<file path="src/rtl/posit_result_checker_fifo.sv">
// Expected-value FIFO for the result checker: DEPTH x N storage with
// registered read/write pointers carrying an extra wrap bit so that full
// and empty can be told apart. clr has priority over push and pop.
module posit_check_fifo #(
    parameter int N     = 32,
    parameter int DEPTH = 16
) (
    input  logic         clk,
    input  logic         rst_n,
    input  logic         clr,
    input  logic         push,
    input  logic         pop,
    input  logic [N-1:0] wdata,
    output logic [N-1:0] rdata,
    output logic         full,
    output logic         empty
);

    localparam int AW = $clog2(DEPTH);

    logic [AW:0]  wr_ptr_q, wr_ptr_d;
    logic [AW:0]  rd_ptr_q, rd_ptr_d;
    logic [N-1:0] mem_q [DEPTH];
    logic [N-1:0] mem_d [DEPTH];

    // Same index with opposite wrap bits means the writer is a full lap ahead
    always_comb begin
        empty = (wr_ptr_q == rd_ptr_q);
        full  = (wr_ptr_q[AW] != rd_ptr_q[AW]) &&
                (wr_ptr_q[AW-1:0] == rd_ptr_q[AW-1:0]);
        rdata = mem_q[rd_ptr_q[AW-1:0]];
    end

    // Pointer and storage updates; pushes into a full FIFO are refused here too
    always_comb begin
        wr_ptr_d = wr_ptr_q;
        rd_ptr_d = rd_ptr_q;
        mem_d    = mem_q;
        if (clr) begin
            wr_ptr_d = '0;
            rd_ptr_d = '0;
        end else begin
            if (push && !full) begin
                mem_d[wr_ptr_q[AW-1:0]] = wdata;
                wr_ptr_d = wr_ptr_q + (AW+1)'(1);
            end
            if (pop && !empty) begin
                rd_ptr_d = rd_ptr_q + (AW+1)'(1);
            end
        end
    end

    // Pointers reset to the empty condition
    always_ff @(posedge clk or negedge rst_n) begin
        if (!rst_n) begin
            wr_ptr_q <= '0;
            rd_ptr_q <= '0;
        end else begin
            wr_ptr_q <= wr_ptr_d;
            rd_ptr_q <= rd_ptr_d;
        end
    end

    // Storage needs no reset: entries are only read after being written
    always_ff @(posedge clk) begin
        mem_q <= mem_d;
    end

endmodule

</file>
<file path="config.mk">
export PLATFORM = sky130hd
export DESIGN_NAME = posit_check_fifo
export DESIGN_NICKNAME = d
export VERILOG_FILES = /design/src/rtl/posit_result_checker_fifo.sv
export SDC_FILE = /design/constraint.sdc
export NUM_CORES = 1
export LEC_CHECK = 0
export ABC_CLOCK_PERIOD_IN_PS = 9600
export BUFFER_PORTS_ARGS = -buffer_cell sky130_fd_sc_hd__buf_4
export CAP_MARGIN = 20
export CORE_ASPECT_RATIO = 0.7
export CORE_UTILIZATION = 58
export CTS_CLUSTER_DIAMETER = 30
export CTS_CLUSTER_SIZE = 30
export DETAILED_ROUTE_END_ITERATION = 7
export PLACE_DENSITY = 0.75
export SLEW_MARGIN = 25
export SYNTH_ARGS = -nofsm -noshare
export SYNTH_HDL_FRONTEND = slang
export SYNTH_SLANG_ARGS = --single-unit
</file>
<file path="constraint.sdc">
create_clock -name clk -period 9.6 [get_ports clk]
set_input_delay 1.92 -clock clk [delete_from_list [all_inputs] [get_ports clk]]
set_output_delay 1.92 -clock clk [all_outputs]
set_load 0.01 [all_outputs]
</file>
# ---- Word level (Yosys, flattened, before mapping)
# Cells that the tools add are included.
dict set report totals {
  word_cells 48
  reg_bits 522
  inputBits 37
  out_inout_bits 34
}
dict set report op_classes {
  n_eq_ne 3
  magnitude_cmp 3
  n_bitwise 3
  add_sub_neg 2
  n_reduce_logical 9
  n_mux 10
}
# operator count
set ops {}
lappend ops {{512-bit bitwise mux} 1}
lappend ops {{32-bit binary-select mux with 4-bit select} 1}
lappend ops {{32-bit demux with 4-bit select} 1}
lappend ops {{32-bit two-way mux} 3}
lappend ops {{5-bit two-way mux} 4}
lappend ops {{5-bit by 1-bit adder with 5-bit output (second input constant)} 2}
lappend ops {{5-bit greater-or-equal comparator (second input constant)} 2}
lappend ops {{4-bit NOT with 5-bit output} 2}
lappend ops {{5-bit equality test} 1}
lappend ops {{5-bit by 1-bit < comparator with 1-bit output (second input constant)} 1}
lappend ops {{4-bit equality test} 1}
lappend ops {{1-bit logical AND} 4}
lappend ops {{2-bit nonzero test} 2}
lappend ops {{1-bit logical NOT} 2}
lappend ops {{2-bit AND reduction} 1}
lappend ops {{1-bit inequality test} 1}
lappend ops {{1-bit NOT} 1}

# ---- Depth between registers and ports, before layout
# Gate-level depths: netlist of run 1.
dict set report depth {
  word_depth 6
  ltp_mapped 8
  depth_no_buf 5
}

# ---- Worst setup path after synthesis of run 1
# Ideal clock, no wire load.
dict set report synth_path {
  path_kind {input -> register}
  from {input push}
  to {register mem_q[416] (netlist name) (enable)}
  arrival_ns 4.575
  path_slack_ns 4.564
  t_required_ns 9.139
  path_buffers 0
  path_stages 3
  setup_ns 0.461
  path_cell_list {a21boi_2 -> nand3_1 -> nor3_1}
}
dict set report synth_between {
  elab_chain_cells 2
}
# item line_no
set synth_lines {}
lappend synth_lines {{start, declared} 11} ;# input logic push,
lappend synth_lines {{1-bit logical AND} 43} ;# if (push && !full) begin
lappend synth_lines {{2-bit AND reduction (no line)} -}
lappend synth_lines {{end signal, assigned} 66} ;# mem_q <= mem_d;
lappend synth_lines {{end, declared} 23} ;# logic [N-1:0] mem_q [DEPTH];
# No other way between the ends.
# A chain may end at the register's enable or synchronous reset.

# ---- Worst setup path after layout of run 1
dict set report layout_path {
  from {register rd_ptr_q[1]}
  to {output rdata[22]}
}
dict set report layout_between {
  elab_chain_cells 4
}
# item line_no
set layout_lines {}
lappend layout_lines {{start, declared} 22} ;# logic [AW:0] rd_ptr_q, rd_ptr_d;
lappend layout_lines {{start signal, assigned} 60} ;# rd_ptr_q <= rd_ptr_d;
lappend layout_lines {{4-bit NOT with 5-bit output (not written as such)} 31} ;# rdata = mem_q[rd_ptr_q[AW-1:0]];
lappend layout_lines {{32-bit binary-select mux with 4-bit select} 31}
lappend layout_lines {{32-bit two-way mux (not written as such) (2 in a row)} 31}
lappend layout_lines {{end, declared} 14} ;# output logic [N-1:0] rdata,
# No other way between the ends. The select of a mux whose other input is x is not followed.

==> results of run 1 <==
-- path summary, 6_finish.rpt --
kind,startpoint,endpoint,slack [ns],cells past startpoint
max in group asynchronous,rst_n,rd_ptr_q[0],8.29,1
worst max register to register,rd_ptr_q[1],mem_q[434],5.16,7
min in group asynchronous,rst_n,rd_ptr_q[3],1.15,1
worst min register to register,rd_ptr_q[4],rd_ptr_q[4],0.61,2
worst min-delay path,rd_ptr_q[4],rd_ptr_q[4],0.61,2
worst max-delay path,rd_ptr_q[1],rdata[22],4.14,6
-- state kept, by name (all words and copies together), names as in the netlist --
register,cells
mem_q,512
rd_ptr_q,5
wr_ptr_q,5
-- layout by cell type (no fill, tap or decap), drive strengths merged --
master	instances
bufinv	6
nor2	20
mux2i	97
edfxtp	512
buf	92
nor3	4
nor4	1
a31o	1
mux4	64
a22oi	32
clkbuf	83
ha	5
xnor2	8
mux2	32
clkinvlp	5
nand2b	2
clkinv	26
nand3	5
dfrtp	10
or3	1
a21oi	37
nand4	2
and2	3
a221oi	32
nor3b	1
a211oi	1
nand2	36
o21ai	65
inv	21
xor2	5
a21boi	2
nor2b	1
-- power by group --
group | total, mW | internal [mW] | switching (mW)
sequential | 2.56 | 2.52 | 0.0327
combinational | 0.561 | 0.286 | 0.276
clock | 2.70 | 1.65 | 1.05
total | 5.82 | 4.46 | 1.36
-- worst max-delay path: stages, from the launching register on --
cell and delay, ns:
dfrtp_4 0.65, nor2b_4 0.80, buf_4 0.60, a221oi_1 0.25, a22oi_1 0.28, nand2_1 0.15, buf_4 0.17
-- area by class of cell --
class / instances / area [sq um] / share of cell area
clock buffers: 83 / 1930 / 0.0806
well taps: 464 / 581 / 0.0243
multi-input cells: 457 / 4480 / 0.187
flip-flops and latches: 522 / 15600 / 0.653
clock inverters: 55 / 592 / 0.0247
inverters: 3 / 11.3 / 0.000471
repair buffers: 92 / 703 / 0.0294
-- through the flow --
stage           util  setup slack, ns  hold WS [ns]  instances  power, mW
2_1_floorplan      -             4.56         0.566       1039       3.01
3_3_place_gp   0.630             4.88         0.585       1538       3.16
3_5_place_dp   0.630             4.84         0.600       1538       3.17
4_1_cts        0.704             4.17         0.608       1676       5.86
5_1_grt        0.704             3.99         0.647       1676       5.98
6_report       0.704             4.14         0.613       1676       5.82
-- cell families after synthesis --
kind of cell / after synthesis
and+or+nand+nor: 76
AOI/OAI and AO/OA: 170
DFF: 522
buffers and inverters: 60
xor gates and xnor gates: 13
muxes: 193
adders and majority gates: 5
-- per-layer routing --
metal  part of all wire  GRT usage
met1               0.42      0.380
met2               0.47      0.398
met3              0.088     0.0519
met4              0.021     0.0910
met5                  0          0
==> out/qor.yml, run 1 <==
firstDrtPassIters: 6
start_util: 0.598
cts_setup_buffers: 0
p_per_area_nw_per_um2: 243
cts_buffer_depth: 3
synth.largest_area_cell: "edfxtp_1"
num_rows: 56
synth_compound_gate_area_share: 0.0527
synth_edf_count: 512
relSlewSlack: 0.257
max_cap_viol_count: 0
cts_buffers: 74
grt_usage: 0.260
place_area_sq_um: 21400
synth_fp_nets: 1081
drive_above_1_share: 0.278
finalCritPeriodShare: 0.568
hold_class: "flip-flop to flip-flop"
wl_mm: 44.5
yosys-top-cells-count: "edfxtp_1 (512), mux2i_1 (97), o21ai_0 (65)"
hpwl_mm: 20.7
synth_cells: 1039
yosys.area_share.simple: 0.0169
die-area_sq_um: 35800
worst_pin_slew_ns: 1.11
setup_tns_ns: 0
cts_hold_buf: 0
synth_top_area_share: 0.757
via_count: 10500
die_y_um: 159
min_period_ns: 5.46
grt_max_degree: 113
worstPathMaxFanout: 36
fin_area_sq_um: 23900
synth.most_common_cell: "edfxtp_1"
cp-start-kind: "flip-flop"
power_leakage_nw: 7.72
core-area_sq_um: 34000
cp.required_ns: 7.68
io_pins: 71
drv_slew: 0
n_fill_cell: 2043
clk_pin_slew_worst_paths_ns: 0.05
synth-xor-area-share: 0.00561
critPathCaptureType: "primary output"
setup_viol: 0
skew_ns: 0.0198
synth_seq_cells: 522
htree_levels: 3
cts_resized: 0
hold_viol_final: 0
yosys_warnings: 0
synth_mux_area_frac: 0.137
fin_nets: 1192
syn_area_per_cell_sq_um: 19.5
ys_types: 33
cts_tree: "yes"
grt_overflow: 0
wl_per_cell_um: 26.5
synthesis.area_sq_um: 20300
vdd_drop_max_uv: 157
worstPathArrival_ns: 3.54
insertion_delay_ns: 0.60
synth_top_cells_by_area: "edfxtp_1 (76%), mux4_2 (7.1%), mux2i_1 (4.8%)"
syn_to_final_growth_pct: 17.8
via_per_inst: 6.24
gp_congestion: 0.759
status: "completed"
antenna_found_initial: 0
synthAdderAreaFrac: 0.00308
grt_pass1_vias: 10600
critPathKind: "flip-flop to primary output"
clock_sinks: 522
yosysSeqAreaShare: 0.769
grt_first_pass_wirelength_mm: 66.3
dieWidth_um: 226
ant_nets: 0
io_buffers: 70
rsz0062_at_grt: "false"
root_buffer: "clkbuf_16"
max_freq_mhz: 183
drt_iter0_drc: 1129
ys_async_sr_fraction: 0.0192
synth_top_family_by_area: "multiplexers"
diodes: 0
ys.flop_type: "edfxtp_1"
drcViolationCount: 0
Note: power is estimated with default switching activity, not from simulation.
==> run 2: changes to the inputs <==
ABC_CLOCK_PERIOD_IN_PS = 4870   (was 9600)
CORE_UTILIZATION = 55   (was 58)
clock period = 4.87 ns   (was 9.6 ns; I/O delays follow)
==> out/qor.yml, run 2 (same netlist as run 1, synthesis figures left out) <==
status: "completed"  # unchanged
cp-start-kind: "flip-flop"  # unchanged
wl_mm: 44.9  # was 44.5 mm
pwr-share-seq: 0.446  # was 0.439
grt_pass1_vias: 11000  # was 10600
antenna_found_initial: 1  # was 0
min_period_ns: 4.06
finalCritPeriodShare: 0.835
grt_usage: 0.248  # was 0.260
hold_viol_final: 0  # unchanged
max_freq_mhz: 246
root_buffer: "clkbuf_16"  # unchanged
skew_ns: 0.0200  # was 0.0198 ns
clk_pin_slew_worst_paths_ns: 0.06  # was 0.05 ns
io_buffers: 70  # unchanged
cts_setup_buffers: 0  # unchanged
cts_tree: "yes"  # unchanged
cts_resized: 0  # unchanged
dp.cells: 1566  # was 1538
drcViolationCount: 0  # unchanged
diodes: 0  # unchanged
cts_hold_buf: 0  # unchanged
final_cells: 1699  # was 1676
power_leakage_nw: 7.74  # was 7.72 nW
worstPathMaxFanout: 38  # was 36
netSwitchingPower_mw: 2.66  # was 1.36 mW
max_cap_viol_count: 0  # unchanged
core-area_sq_um: 36100  # was 34000 sq um
dieWidth_um: 232  # was 226 um
drt_iter0_drc: 1043  # was 1129
p_per_area_nw_per_um2: 472  # was 243 nW/um^2
fin_nets: 1204  # was 1192
wl_per_cell_um: 26.4  # was 26.5 um
setup_tns_ns: 0  # unchanged
gp_congestion: 0.754  # was 0.759
top_register: "mem_q"  # unchanged
drv_slew: 0  # unchanged
critPathKind: "flip-flop to primary output"  # unchanged
largest_reg_flops: 512  # unchanged
hpwl_mm: 24.4  # was 20.7 mm
pwr-share-clk: 0.451  # was 0.465
die_y_um: 163  # was 159 um
critPathCaptureType: "primary output"  # unchanged
n_fill_cell: 2317  # was 2043
die-area_sq_um: 37700  # was 35800 sq um
num_rows: 58  # was 56
via_count: 10700  # was 10500
worstPathArrival_ns: 3.09  # was 3.54 ns
setup_viol: 0  # unchanged
final_cell_mix: "edfxtp_1 (512), buf_4 (98), mux2i_1 (97)"  # was edfxtp_1 (512), mux2i_1 (97), buf_4 (91)
switching_share: 0.235  # was 0.234
cp.required_ns: 3.90  # was 7.68 ns
firstDrtPassIters: 6  # unchanged
clock_sinks: 522  # unchanged
rsz0062_at_grt: "false"  # unchanged
grt_first_pass_wirelength_mm: 67.4  # was 66.3 mm
comb_power_share: 0.103  # was 0.096
setup_slack_ns: 0.806  # was 4.14 ns
finalPower_mw: 11.3  # was 5.82 mW
relSlewSlack: 0.334  # was 0.257
ant_nets: 0  # unchanged
p_int_mw: 8.66  # was 4.46 mW
final_common_cell: "edfxtp_1"  # unchanged
pre_cts_ws_ns: 1.39  # was 4.84 ns
syn_to_final_growth_pct: 18.1  # was 17.8%
hold_class: "primary input to async pin"  # was flip-flop to flip-flop
io_pins: 71  # unchanged
worst_pin_slew_ns: 0.999  # was 1.11 ns
grt_overflow: 0  # unchanged
regArea_sq_um: 15600  # about the same
drive_above_1_share: 0.285  # was 0.278
via_per_inst: 6.29  # was 6.24
reg_top3: "mem_q: 512 flops, rd_ptr_q: 5 flops, wr_ptr_q: 5 flops"  # unchanged
place_area_sq_um: 21600  # was 21400 sq um
cts_buffer_depth: 3  # unchanged
insertion_delay_ns: 0.58  # was 0.60 ns
htree_levels: 3  # unchanged
grt_max_degree: 67  # was 113
fin_area_sq_um: 24000  # was 23900 sq um
vdd_drop_max_uv: 365  # was 157 uV
cts_buffers: 74  # unchanged
multi_input_area_sq_um: 4480  # unchanged
start_util: 0.562  # was 0.598
[run 2: cell count changes in the layout (fill, tap and decap cells not counted), moves of 2 or more]
cell        change
clkinv_4        -4
clkinvlp_4      +4
clkbuf_1        -2
inv_6           -6
clkinv_2        +8
clkinv_8        -2
bufinv_16       -3
buf_12          +3
buf_4           +7
[run 2: metal layers]
metal,vias to the layer above,global-route usage,part of all wire
li1,4525,-,-
met3,100,0.0699,0.097
met1,5503,0.351,0.42
met2,564,0.373,0.46
met4,2,0.0885,0.028
met5,-,0,0.00027
[run 2: stage by stage]
step | util | hold WS (ns)
finish | 0.663 | 0.211
global route | 0.663 | 0.198
CTS | 0.663 | 0.192
detailed placement | 0.597 | 0.599
global placement | 0.596 | 0.585
floorplan | - | 0.566
[run 2: path summary, 6_finish.rpt]
path	from	endpoint	slack [ns]	cells past startpoint
worst min register to register	rd_ptr_q[4]	rd_ptr_q[4]	0.62	2
min in group clk	rd_ptr_q[4]	rd_ptr_q[4]	0.62	2
max in group asynchronous	rst_n	rd_ptr_q[1]	4.49	1
worst max-delay path	rd_ptr_q[0]	rdata[9]	0.81	5
worst min-delay path	rst_n	wr_ptr_q[4]	0.21	1
worst max register to register	rd_ptr_q[0]	mem_q[378]	1.40	6
[run 2: critical path, stage by stage, from the launching register on]
cell     delay [ns]
dfrtp_4        0.93
buf_4          0.47
mux4_2         0.57
a22oi_1        0.22
nand2_1        0.11
buf_4          0.16
[run 2: cell type report]
type                       count  share of cell area
sequential                   522               0.652
inverter                       3            0.000470
multi-input combinational    457               0.187
clock buffer                  82              0.0811
timing repair buffer         104              0.0358
clock inverter                51              0.0187
tap                          480              0.0250
[run 2: power groups by stage]
| stage | registers [mW] | clock network (mW) | logic [mW] |
|---|---|---|---|
| detailed placement | 5.14 | 0 | 1.18 |
| floorplan | 5.08 | 0 | 0.860 |
| global route | 5.05 | 5.35 | 1.26 |
| CTS | 5.05 | 5.16 | 1.19 |
| finish | 5.05 | 5.11 | 1.17 |
| global placement | 5.13 | 0 | 1.16 |
==> run 3: changes to the inputs <==
ABC_CLOCK_PERIOD_IN_PS = 3700   (was 4870)
clock period = 3.7 ns   (was 4.87 ns; I/O delays follow)
==> out/qor.yml, run 3 (same netlist as run 1, synthesis figures left out) <==
hpwl_mm: 23.2  # was 24.4 mm
rrSetupSlack_ns: 0.77  # was 1.40 ns
drt_iter0_drc: 1156  # was 1043
grt_max_degree: 52  # was 67
diodes: 0  # unchanged
htree_levels: 3  # unchanged
skew_ns: 0.0180  # was 0.0200 ns
min_path_cells: 2
p_int_mw: 11.4  # was 8.66 mW
drive_above_1_share: 0.289  # was 0.285
syn_to_final_growth_pct: 19.1  # was 18.1%
hold_class: "primary input to flip-flop"  # was primary input to async pin
setup_tns_ns: 0  # unchanged
insertion_delay_ns: 0.59  # was 0.58 ns
hold_ws_ns: 0.410  # was 0.211 ns
grt_overflow: 0  # unchanged
grt_first_pass_wirelength_mm: 67.1  # was 67.4 mm
fin_area_sq_um: 24200  # was 24000 sq um
reg_top3: "mem_q: 512 flops, rd_ptr_q: 5 flops, wr_ptr_q: 5 flops"  # unchanged
worst_pin_slew_ns: 0.610  # was 0.999 ns
die-area_sq_um: 37700  # unchanged
switching_share: 0.235  # about the same
hold_start: "clr"
firstDrtPassIters: 5  # was 6
critPathKind: "flip-flop to primary output"  # unchanged
cts_tree: "yes"  # unchanged
antenna_found_initial: 0  # was 1
num_rows: 58  # unchanged
rsz0062_at_grt: "false"  # unchanged
die_y_um: 163  # unchanged
min_period_ns: 3.54
reg2reg_to: "mem_q[176]"  # was mem_q[378]
relSlewSlack: 0.593  # was 0.334
r2r_cells: 6  # unchanged
top_register: "mem_q"  # unchanged
io_pins: 71  # unchanged
clock_sinks: 522  # unchanged
cts_buffer_depth: 3  # unchanged
drcViolationCount: 0  # unchanged
ant_nets: 0  # unchanged
critPathCaptureType: "primary output"  # unchanged
comb_power_share: 0.105  # was 0.103
clk_pin_slew_worst_paths_ns: 0.06  # about the same
largest_reg_flops: 512  # unchanged
io_buffers: 70  # unchanged
cp-start-kind: "flip-flop"  # unchanged
cp.required_ns: 2.96  # was 3.90 ns
cts_buffers: 71  # was 74
final_common_cell: "edfxtp_1"  # unchanged
wl_mm: 44.9  # about the same
fin_nets: 1211  # was 1204
start_util: 0.562  # unchanged
max_freq_mhz: 282
final_cell_mix: "edfxtp_1 (512), buf_4 (98), mux2i_1 (97)"  # unchanged
dieWidth_um: 232  # unchanged
pwr-share-seq: 0.444  # was 0.446
core-area_sq_um: 36100  # unchanged
netSwitchingPower_mw: 3.49  # was 2.66 mW
worstPathArrival_ns: 2.80  # was 3.09 ns
power_leakage_nw: 7.78  # was 7.74 nW
grt_pass1_vias: 10800  # was 11000
setup_viol: 0  # unchanged
worstPathMaxFanout: 29  # was 38
via_count: 10600  # was 10700
pwr-share-clk: 0.452  # was 0.451
vdd_drop_max_uv: 714  # was 365 uV
hold_end: "rd_ptr_q[3]"
finalCritPeriodShare: 0.958
via_per_inst: 6.21  # was 6.29
max_cap_viol_count: 0  # unchanged
hold_viol_final: 0  # unchanged
grt_usage: 0.246  # was 0.248
r2r_start: "rd_ptr_q[3]"  # was rd_ptr_q[0]
cts_resized: 0  # unchanged
status: "completed"  # unchanged
p_per_area_nw_per_um2: 615  # was 472 nW/um^2
wl_per_cell_um: 26.3  # was 26.4 um
gp_congestion: 0.752  # was 0.754
drv_slew: 0  # unchanged
place_area_sq_um: 21800  # was 21600 sq um
root_buffer: "clkbuf_16"  # unchanged
## run 3: changes by cell type in the layout (fill, tap and decap cells not counted), moves of 2 or more
cell,previous run,this run
buf_12,4,15
bufinv_16,3,6
clkbuf_16,77,71
clkinv_2,11,5
clkinv_4,7,9
clkinv_8,2,5
inv_6,8,13
inv_8,4,2
nor3_2,4,0
nor3_4,0,4
## run 3: worst max-delay path by stage
stage	endpoint	depth (start not counted)	slack (ns)	startpoint
2_1_floorplan	mem_q[288]	6	0.58	wr_ptr_q[3]
3_3_place_gp	rdata[8]	6	0.77	rd_ptr_q[3]
3_5_place_dp	rdata[8]	6	0.80	rd_ptr_q[3]
4_1_cts	rdata[8]	6	0.16	rd_ptr_q[3]
5_1_grt	rdata[18]	8	0.0008	rd_ptr_q[2]
6_report	rdata[5]	6	0.16	rd_ptr_q[1]
## run 3: area by class of cell
cell class              count  area [sq um]
flip-flops and latches    522         15600
fillers                  2307         12000
clock inverters            55           588
inverters                   3          11.3
well taps                 480           601
repair buffers            114          1050
clock buffers              76          1800
multi-input cells         457          4510
## run 3: critical path, stage by stage (launching register included)
cell      delay, ns
dfrtp_4        0.67
and2_2         0.30
buf_4          0.24
a221oi_1       0.57
o21ai_0        0.20
nand2_1        0.11
buf_4          0.12
## run 3: power by group through the flow
stage / registers, mW / logic, mW / clock network, mW
6_report: 6.59 / 1.56 / 6.71
5_1_grt: 6.59 / 1.67 / 7.03
4_1_cts: 6.59 / 1.57 / 6.80
3_5_place_dp: 6.71 / 1.56 / 0
3_3_place_gp: 6.71 / 1.53 / 0
2_1_floorplan: 6.68 / 1.13 / 0
## run 3: per-layer routing
layer | vias to the layer above | GRT usage | routed length (um)
met5 | - | 0 | 0
li1 | 4562 | - | -
met1 | 5499 | 0.353 | 19000
met2 | 463 | 0.389 | 21700
met3 | 80 | 0.0446 | 3270
met4 | 0 | 0.0783 | 939
## run 3: through the flow
stage | utilization | setup slack, ns | std cells | power (mW)
3_5_place_dp | 0.603 | 0.797 | 1575 | 8.27
2_1_floorplan | - | 0.581 | 1039 | 7.81
5_1_grt | 0.669 | 0.000841 | 1707 | 15.3
4_1_cts | 0.669 | 0.164 | 1707 | 15.0
3_3_place_gp | 0.603 | 0.768 | 1575 | 8.24
6_report | 0.669 | 0.156 | 1707 | 14.9
## run 3: what timing repair did
item | in CTS | in global routing
endpoints found under the setup margin | 0 | 0
buffers inserted | 0 | 0
endpoints found under the hold margin | 10 | 0
hold buffers | 1 | 0
